===== src/rtl/instruction_encoder_loader.sv =====
// Packs R/I/J field sets into 32-bit instruction words, buffers them in a small FIFO and
// streams them into instruction memory at auto-incrementing addresses. Optional macro: LOADER_NOP_PAD_EN.
module instruction_encoder_loader #(
  parameter int FIFO_DEPTH = 4,
  parameter int ADDR_WIDTH = 10,
  parameter int BASE_ADDR  = 0
) (
  input  logic                  clk,
  input  logic                  reset,
  input  logic                  start,
  input  logic                  finish,
  input  logic                  in_valid,
  output logic                  in_ready,
  input  logic [1:0]            fmt,
  input  logic [5:0]            op,
  input  logic [4:0]            rs,
  input  logic [4:0]            rt,
  input  logic [4:0]            rd,
  input  logic [4:0]            shamt,
  input  logic [5:0]            funct,
  input  logic [15:0]           immediate,
  input  logic [25:0]           address,
  output logic                  mem_we,
  output logic [ADDR_WIDTH-1:0] mem_addr,
  output logic [31:0]           mem_wdata,
  input  logic                  mem_ready,
  output logic                  busy,
  output logic                  done,
  output logic                  err_illegal,
  output logic [ADDR_WIDTH:0]   word_count
);

  localparam int PW = $clog2(FIFO_DEPTH);

`ifdef LOADER_NOP_PAD_EN
  typedef enum logic [2:0] {S_IDLE, S_LOAD, S_DRAIN, S_PAD, S_DONE} state_t;
`else
  typedef enum logic [2:0] {S_IDLE, S_LOAD, S_DRAIN, S_DONE} state_t;
`endif

  state_t                r_state, w_next;
  logic [31:0]           r_fifo [FIFO_DEPTH];
  logic [PW:0]           r_wptr, r_rptr;
  logic [ADDR_WIDTH-1:0] r_addr;
  logic [ADDR_WIDTH:0]   r_count;
  logic                  r_err;

  logic        w_empty, w_full, w_xfer, w_push, w_pop, w_wr, w_start, w_pad;
  logic [31:0] w_enc;

  function automatic logic [31:0] f_encode(
    input logic [1:0]  f,
    input logic [5:0]  o,
    input logic [4:0]  s,
    input logic [4:0]  t,
    input logic [4:0]  d,
    input logic [4:0]  sh,
    input logic [5:0]  fn,
    input logic [15:0] imm,
    input logic [25:0] adr
  );
    case (f)
      2'b00:   f_encode = {o, s, t, d, sh, fn};
      2'b01:   f_encode = {o, s, t, imm};
      2'b10:   f_encode = {o, adr};
      default: f_encode = 32'h0;
    endcase
  endfunction

  assign w_enc   = f_encode(fmt, op, rs, rt, rd, shamt, funct, immediate, address);
  assign w_empty = (r_wptr == r_rptr);
  assign w_full  = (r_wptr[PW-1:0] == r_rptr[PW-1:0]) && (r_wptr[PW] != r_rptr[PW]);
  assign w_start = (r_state == S_IDLE) && start;

`ifdef LOADER_NOP_PAD_EN
  assign w_pad = (r_state == S_PAD);
`else
  assign w_pad = 1'b0;
`endif

  // Full blocks input even when a pop is completing this cycle.
  assign in_ready = (r_state == S_LOAD) && !w_full;
  assign w_xfer   = in_valid && in_ready;
  assign w_push   = w_xfer && (fmt != 2'b11);

  assign mem_we    = !w_empty || w_pad;
  assign mem_wdata = w_empty ? 32'h0 : r_fifo[r_rptr[PW-1:0]];
  assign mem_addr  = r_addr;
  assign w_wr      = mem_we && mem_ready;
  assign w_pop     = w_wr && !w_empty;

  assign busy        = (r_state != S_IDLE);
  assign done        = (r_state == S_DONE);
  assign err_illegal = r_err;
  assign word_count  = r_count;

  always_comb begin
    w_next = r_state;
    case (r_state)
      S_IDLE:  if (start) w_next = S_LOAD;
      S_LOAD:  if (finish) w_next = S_DRAIN;
`ifdef LOADER_NOP_PAD_EN
      S_DRAIN: if (w_empty) w_next = (r_addr[1:0] == 2'b00) ? S_DONE : S_PAD;
      S_PAD:   if (mem_ready && (r_addr[1:0] == 2'b11)) w_next = S_DONE;
`else
      S_DRAIN: if (w_empty) w_next = S_DONE;
`endif
      S_DONE:  w_next = S_IDLE;
      default: w_next = S_IDLE;
    endcase
  end

  always_ff @(posedge clk or posedge reset) begin
    if (reset) r_state <= S_IDLE;
    else       r_state <= w_next;
  end

  always_ff @(posedge clk or posedge reset) begin
    if (reset) begin
      r_wptr <= '0;
      r_rptr <= '0;
    end else begin
      if (w_push) r_wptr <= r_wptr + 1'b1;
      if (w_pop)  r_rptr <= r_rptr + 1'b1;
    end
  end

  // Storage carries no reset; occupancy is defined solely by the pointers.
  always_ff @(posedge clk) begin
    if (w_push) r_fifo[r_wptr[PW-1:0]] <= w_enc;
  end

  always_ff @(posedge clk or posedge reset) begin
    if (reset) begin
      r_addr  <= ADDR_WIDTH'(BASE_ADDR);
      r_count <= '0;
      r_err   <= 1'b0;
    end else if (w_start) begin
      r_addr  <= ADDR_WIDTH'(BASE_ADDR);
      r_count <= '0;
      r_err   <= 1'b0;
    end else begin
      if (w_wr) begin
        r_addr  <= r_addr + 1'b1;
        r_count <= r_count + 1'b1;
      end
      if (w_xfer && (fmt == 2'b11)) r_err <= 1'b1;
    end
  end

endmodule

===== config.mk =====
export PLATFORM = sky130hd
export DESIGN_NAME = instruction_encoder_loader
export DESIGN_NICKNAME = d
export VERILOG_FILES = /design/src/rtl/instruction_encoder_loader.sv
export SDC_FILE = /design/constraint.sdc
export NUM_CORES = 1
export LEC_CHECK = 0
export CORE_MARGIN = 3
export CORE_UTILIZATION = 39
export DETAILED_ROUTE_END_ITERATION = 8
export PLACE_DENSITY = 0.67
export SYNTH_ARGS = -nofsm -noshare
export SYNTH_HDL_FRONTEND = slang
export SYNTH_SLANG_ARGS = --single-unit

===== constraint.sdc =====
create_clock -name clk -period 2.75 [get_ports clk]
set_input_delay 0.4125 -clock clk [delete_from_list [all_inputs] [get_ports clk]]
set_output_delay 0.4125 -clock clk [all_outputs]
set_load 0.03 [all_outputs]

======== Yosys cells after proc, flatten, opt, wreduce, memory -nomap -nowiden ========
Memories as Yosys holds them, arrays and structs flattened.
Cells that the tools add are included.
operators by class
  mux-type cells .......................... 14
  equal/unequal tests ..................... 13
  add/subtract/negate cells ............... 4
  reductions and logical operators ........ 16
operators by type and width
  cell                                                             count
  32-bit one-hot mux with 3 select lines                           1
  32-bit 2-to-1 mux                                                1
  11-bit 2-to-1 mux                                                2
  10-bit 2-to-1 mux                                                2
  11-bit by 1-bit adder with 11-bit output, second input constant  1
  10-bit by 1-bit adder with 10-bit output, second input constant  1
  3-bit 2-to-1 mux                                                 3
  3-bit one-hot mux with 3 select lines                            1
  1-bit logical AND                                                8
  2-bit inequality test, second input constant                     4
  3-bit by 1-bit adder with 3-bit output, second input constant    2
  3-bit by 2-bit == test with 1-bit output, second input constant  2
  2-bit == test, second input constant                             2
  1-bit 2-to-1 mux                                                 4
  2-bit nonzero test                                               2
  3-bit by 1-bit == test with 1-bit output, second input constant  1
  3-bit == test                                                    1
  3-bit zero test                                                  1
  3-bit AND reduction                                              1
  3-bit nonzero test                                               1
  2-bit by 1-bit == test with 1-bit output, second input constant  1
  2-bit == test                                                    1
  1-bit zero test                                                  2
  2-bit zero test                                                  1
  1-bit inequality test                                            1
word-level totals
  bits in writable memories ............... 128
  memories ................................ 1
  logic and storage cells ................. 54
  flip-flop bits (word level) ............. 31
  output and inout port bits .............. 58
memories
  name    depth  width  rd ports  clocked after memory_dff  wr ports  line  text
  r_fifo  4      32     1         0                         1         42    logic [31:0] r_fifo [FIFO_DEPTH];

======== Depth between registers and ports, before layout ========
  word-level depth ........................ 8
  depth in mapped cells ................... 7
  mapped depth without buffers ............ 6

======== Worst setup path before layout ========
Ideal clock, no wire load.
  path kind ............................... register to register
  start point ............................. register r_rptr[1]
  end point ............................... memory r_fifo[0][0], enable pin
  arrival time ............................ 2559 ps
  buffers on the path ..................... 1
  cell stages (with the launch flop) ...... 6
  path slack .............................. -201 ps
  period minus slack after synthesis ...... 2951 ps
  setup time .............................. 392 ps
  cell sequence ........................... dfrtp_1 buf_4 xnor2_2 a31oi_1 and3_1 and2_1
between the ends
  cells in the longest elaborated chain, start to end .. 8
ends and longest elaborated chain
  what                                    line  text
  from (decl)                             43    logic [PW:0] r_wptr, r_rptr;
  from (signal assigned)                  124   if (w_pop) r_rptr <= r_rptr + 1'b1;
  2-bit == test                           72    assign w_full = (r_wptr[PW-1:0] == r_rptr[PW-1:0]) && (r_wptr[PW] != r_rptr[PW]);
  1-bit logical AND                       72
  1-bit zero test                         82    assign in_ready = (r_state == S_LOAD) && !w_full;
  1-bit logical AND                       82
  via in_ready                            13    output logic in_ready,
  1-bit logical AND                       83    assign w_xfer = in_valid && in_ready;
  1-bit logical AND                       84    assign w_push = w_xfer && (fmt != 2'b11);
  1-bit 2-to-1 mux                        130   if (w_push) r_fifo[r_wptr[PW-1:0]] <= w_enc;
  1-bit 2-to-1 mux (implied by the code)  130
  to (decl)                               42
The timed path passes the listed nets, and every way through them passes these cells.

======== Final worst setup path ========
  start point ............................. register r_wptr[1]
  end point ............................... output mem_wdata[17]
between the ends
  cells in the longest elaborated chain, start to end .. 2
ends and longest elaborated chain
  what                    line  text
  from (decl)             43
  from (signal assigned)  123   if (w_push) r_wptr <= r_wptr + 1'b1;
  3-bit == test           71    assign w_empty = (r_wptr == r_rptr);
  32-bit 2-to-1 mux       87    assign mem_wdata = w_empty ? 32'h0 : r_fifo[r_rptr[PW-1:0]];
  to (decl)               25    output logic [31:0] mem_wdata,
No other way between the ends.

==> flow_summary.ini <==
[grt]
overflow = 0
grt_max_degree = 38
grt_pass1_vias = 4711
antenna_found_initial = 0
grt_usage_pct = 16.8
grt_pass1_wl_um = 25300

[layout]
drive_above_1_share_pct = 20.4
synthToLayoutAreaGrowth_pct = 33.5
nets = 706
layout_common_cells = 128 x edfxtp_1, 105 x clkdlybuf4s50_1, 43 x buf_4
final_common_cell = edfxtp_1
diodes = 0
final_util_pct = 53.7

[placement]
place.gp.congestion = 0.787
hpwl_um = 10800
dp_slack_ps = 83.9
port_buffers = 139

[critical_path]
arrival_ps = 2090
cp-start-kind = flip-flop
critPathKind = flip-flop to primary output
critPathMaxFanout = 37
endpoint_kind = primary output
critPathRequiredTime_ps = 2340

[route]
ant_nets = 0
wl_um = 15900
vias_per_cell = 5.18
drt-wirelength-per-cell_um = 18.7
first_pass_iters = 4
drcViolationCount = 0
drt_iter0_drc = 270
dr_total_vias = 4411

[logic_synthesis]
synthesis.instances = 462
ys_seq_area_share_pct = 65.6
netlist_area_mm2 = 0.00700
synth_fp_nets = 555
synth_seq_cells = 158
avgSynthCellArea_um2 = 15.2
synth-async-reset-ratio_pct = 19.0
ys.flop_type = edfxtp_1
yosysUniqueCellTypes = 39
synth_edf_count = 128
yosys_warnings = 0

[clock_tree]
cts_tree = built
cts_root_buffer = clkbuf_16
cts-htree-levels = 4
cts_buffers = 17
clkTransAtPathRegs_ps = 60
clockBufferDepth = 2
clkLatencyLatePin_ps = 420
cts.sinks = 158

[flow_run]
max_cap_viol_count = 0

[worst_hold_path]
hold_path.class = input pin to async pin

[timing]
min_period_ps = 2500
finalWorstSetupSlack_ps = 246
relSlewSlack_pct = 16.0
rsz0062_at_grt = no
final.period_utilization_pct = 91.0
setup-violations-final = 0
worst_slew_pin_slew_ps = 1250
setup_tns_ps = 0
fin_skew_ps = 10.5
maxSlewViolCount = 0
max_freq_ghz = 0.399
hold_viol_final = 0

[power]
p_leak_nw = 3.39
power_density_mw_per_mm2 = 1070
peakVddDrop_uv = 589
total_power_mw = 10.0

[floorplanning]
die-area_mm2 = 0.0196
ios = 140
die_y_um = 140
core_area_mm2 = 0.0174
start_util_pct = 40.2
num_rows = 48
die_w_um = 140

[outcome]
run_status = complete, no violations
-- timing repair --
item | in CTS | in global routing
setup buffers | 0 | 0
gates resized for setup | 0 | 2
setup endpoints to repair | 0 | 32
hold buffers | 0 | 0
-- power by group --
part / switching, mW / internal (mW) / leakage [nW]
Sequential: 0.193 / 2.88 / 1.56
Clock: 0.911 / 1.51 / 0.284
Combinational: 2.51 / 2.00 / 1.55
-- cells in the mapped netlist, drive strengths merged (10+ instances only) --
cell type	count	area [um^2]
edfxtp	128	3840
and2	42	263
nand2	38	143
mux4	32	721
dfrtp	30	751
o21ai	28	140
inv	20	75.1
mux2i	17	170
clkbuf	15	56.3
a21oi	14	70.1
ha	11	138
buf	10	63.8
or4	10	75.1
xnor2	10	103
-- per-stage QoR --
stage	hold slack [ps]	instances	cell area, um^2
finish	430	851	9350
global route	503	851	9350
global placement	500	819	8730
floorplan	498	462	7010
CTS	452	851	9340
detailed placement	511	819	8730
-- final timing paths --
check                                             start  cells after the start  slack (ps)                        end
min in group clk                err_illegal$_DFFE_PP0P_                      2         520    err_illegal$_DFFE_PP0P_
max in group asynchronous                         reset                      3        1660  word_count[4]$_DFFE_PP0P_
worst min-delay path                              reset                      2         430    mem_addr[1]$_DFFE_PP0P_
worst max register to register    r_wptr[1]$_DFFE_PP0P_                      5         650    r_fifo[1][24]$_DFFE_PP_
worst min register to register  err_illegal$_DFFE_PP0P_                      2         520    err_illegal$_DFFE_PP0P_
worst max-delay path              r_wptr[1]$_DFFE_PP0P_                      5         250              mem_wdata[17]
-- flip-flops by register name, indices dropped and copies added, names as in the netlist --
register	count
r_fifo	128
word_count	11
mem_addr	10
r_rptr	3
r_wptr	3
r_state	2
err_illegal	1
-- worst max-delay path, stage by stage, from the launching register on --
cell	delay (ps)
dfrtp_1	450
xnor2_2	300
and3_4	330
inv_4	170
and2_1	230
buf_4	180
-- layer usage --
layer / wire, um / track usage, % / up-vias
met1: 6910 / 22.6 / 2175
met4: 90 / 4.23 / 0
met5: 0 / 0 / -
met3: 1120 / 4.64 / 8
li1: - / - / 2049
met2: 7770 / 27.2 / 179
-- kinds of logic after synthesis --
logic type	share of synthesized area [%]
muxes	13.2
buffers and inverters	2.79
DFF	65.6
adders and majority gates	1.97
and+or+nand+nor	9.29
xor gates and xnor gates	1.97
AOI/OAI and AO/OA	5.15
-- cell type report --
cell class                 instances  area (um^2)
clock buffer                      17          425
tap                              225          282
multi-input combinational        259         2220
inverter                          20         77.6
clock inverter                    15          191
timing repair buffer             157         1550
fill                            1391         8070
sequential                       158         4600
Note: power is estimated with default switching activity, not from simulation.
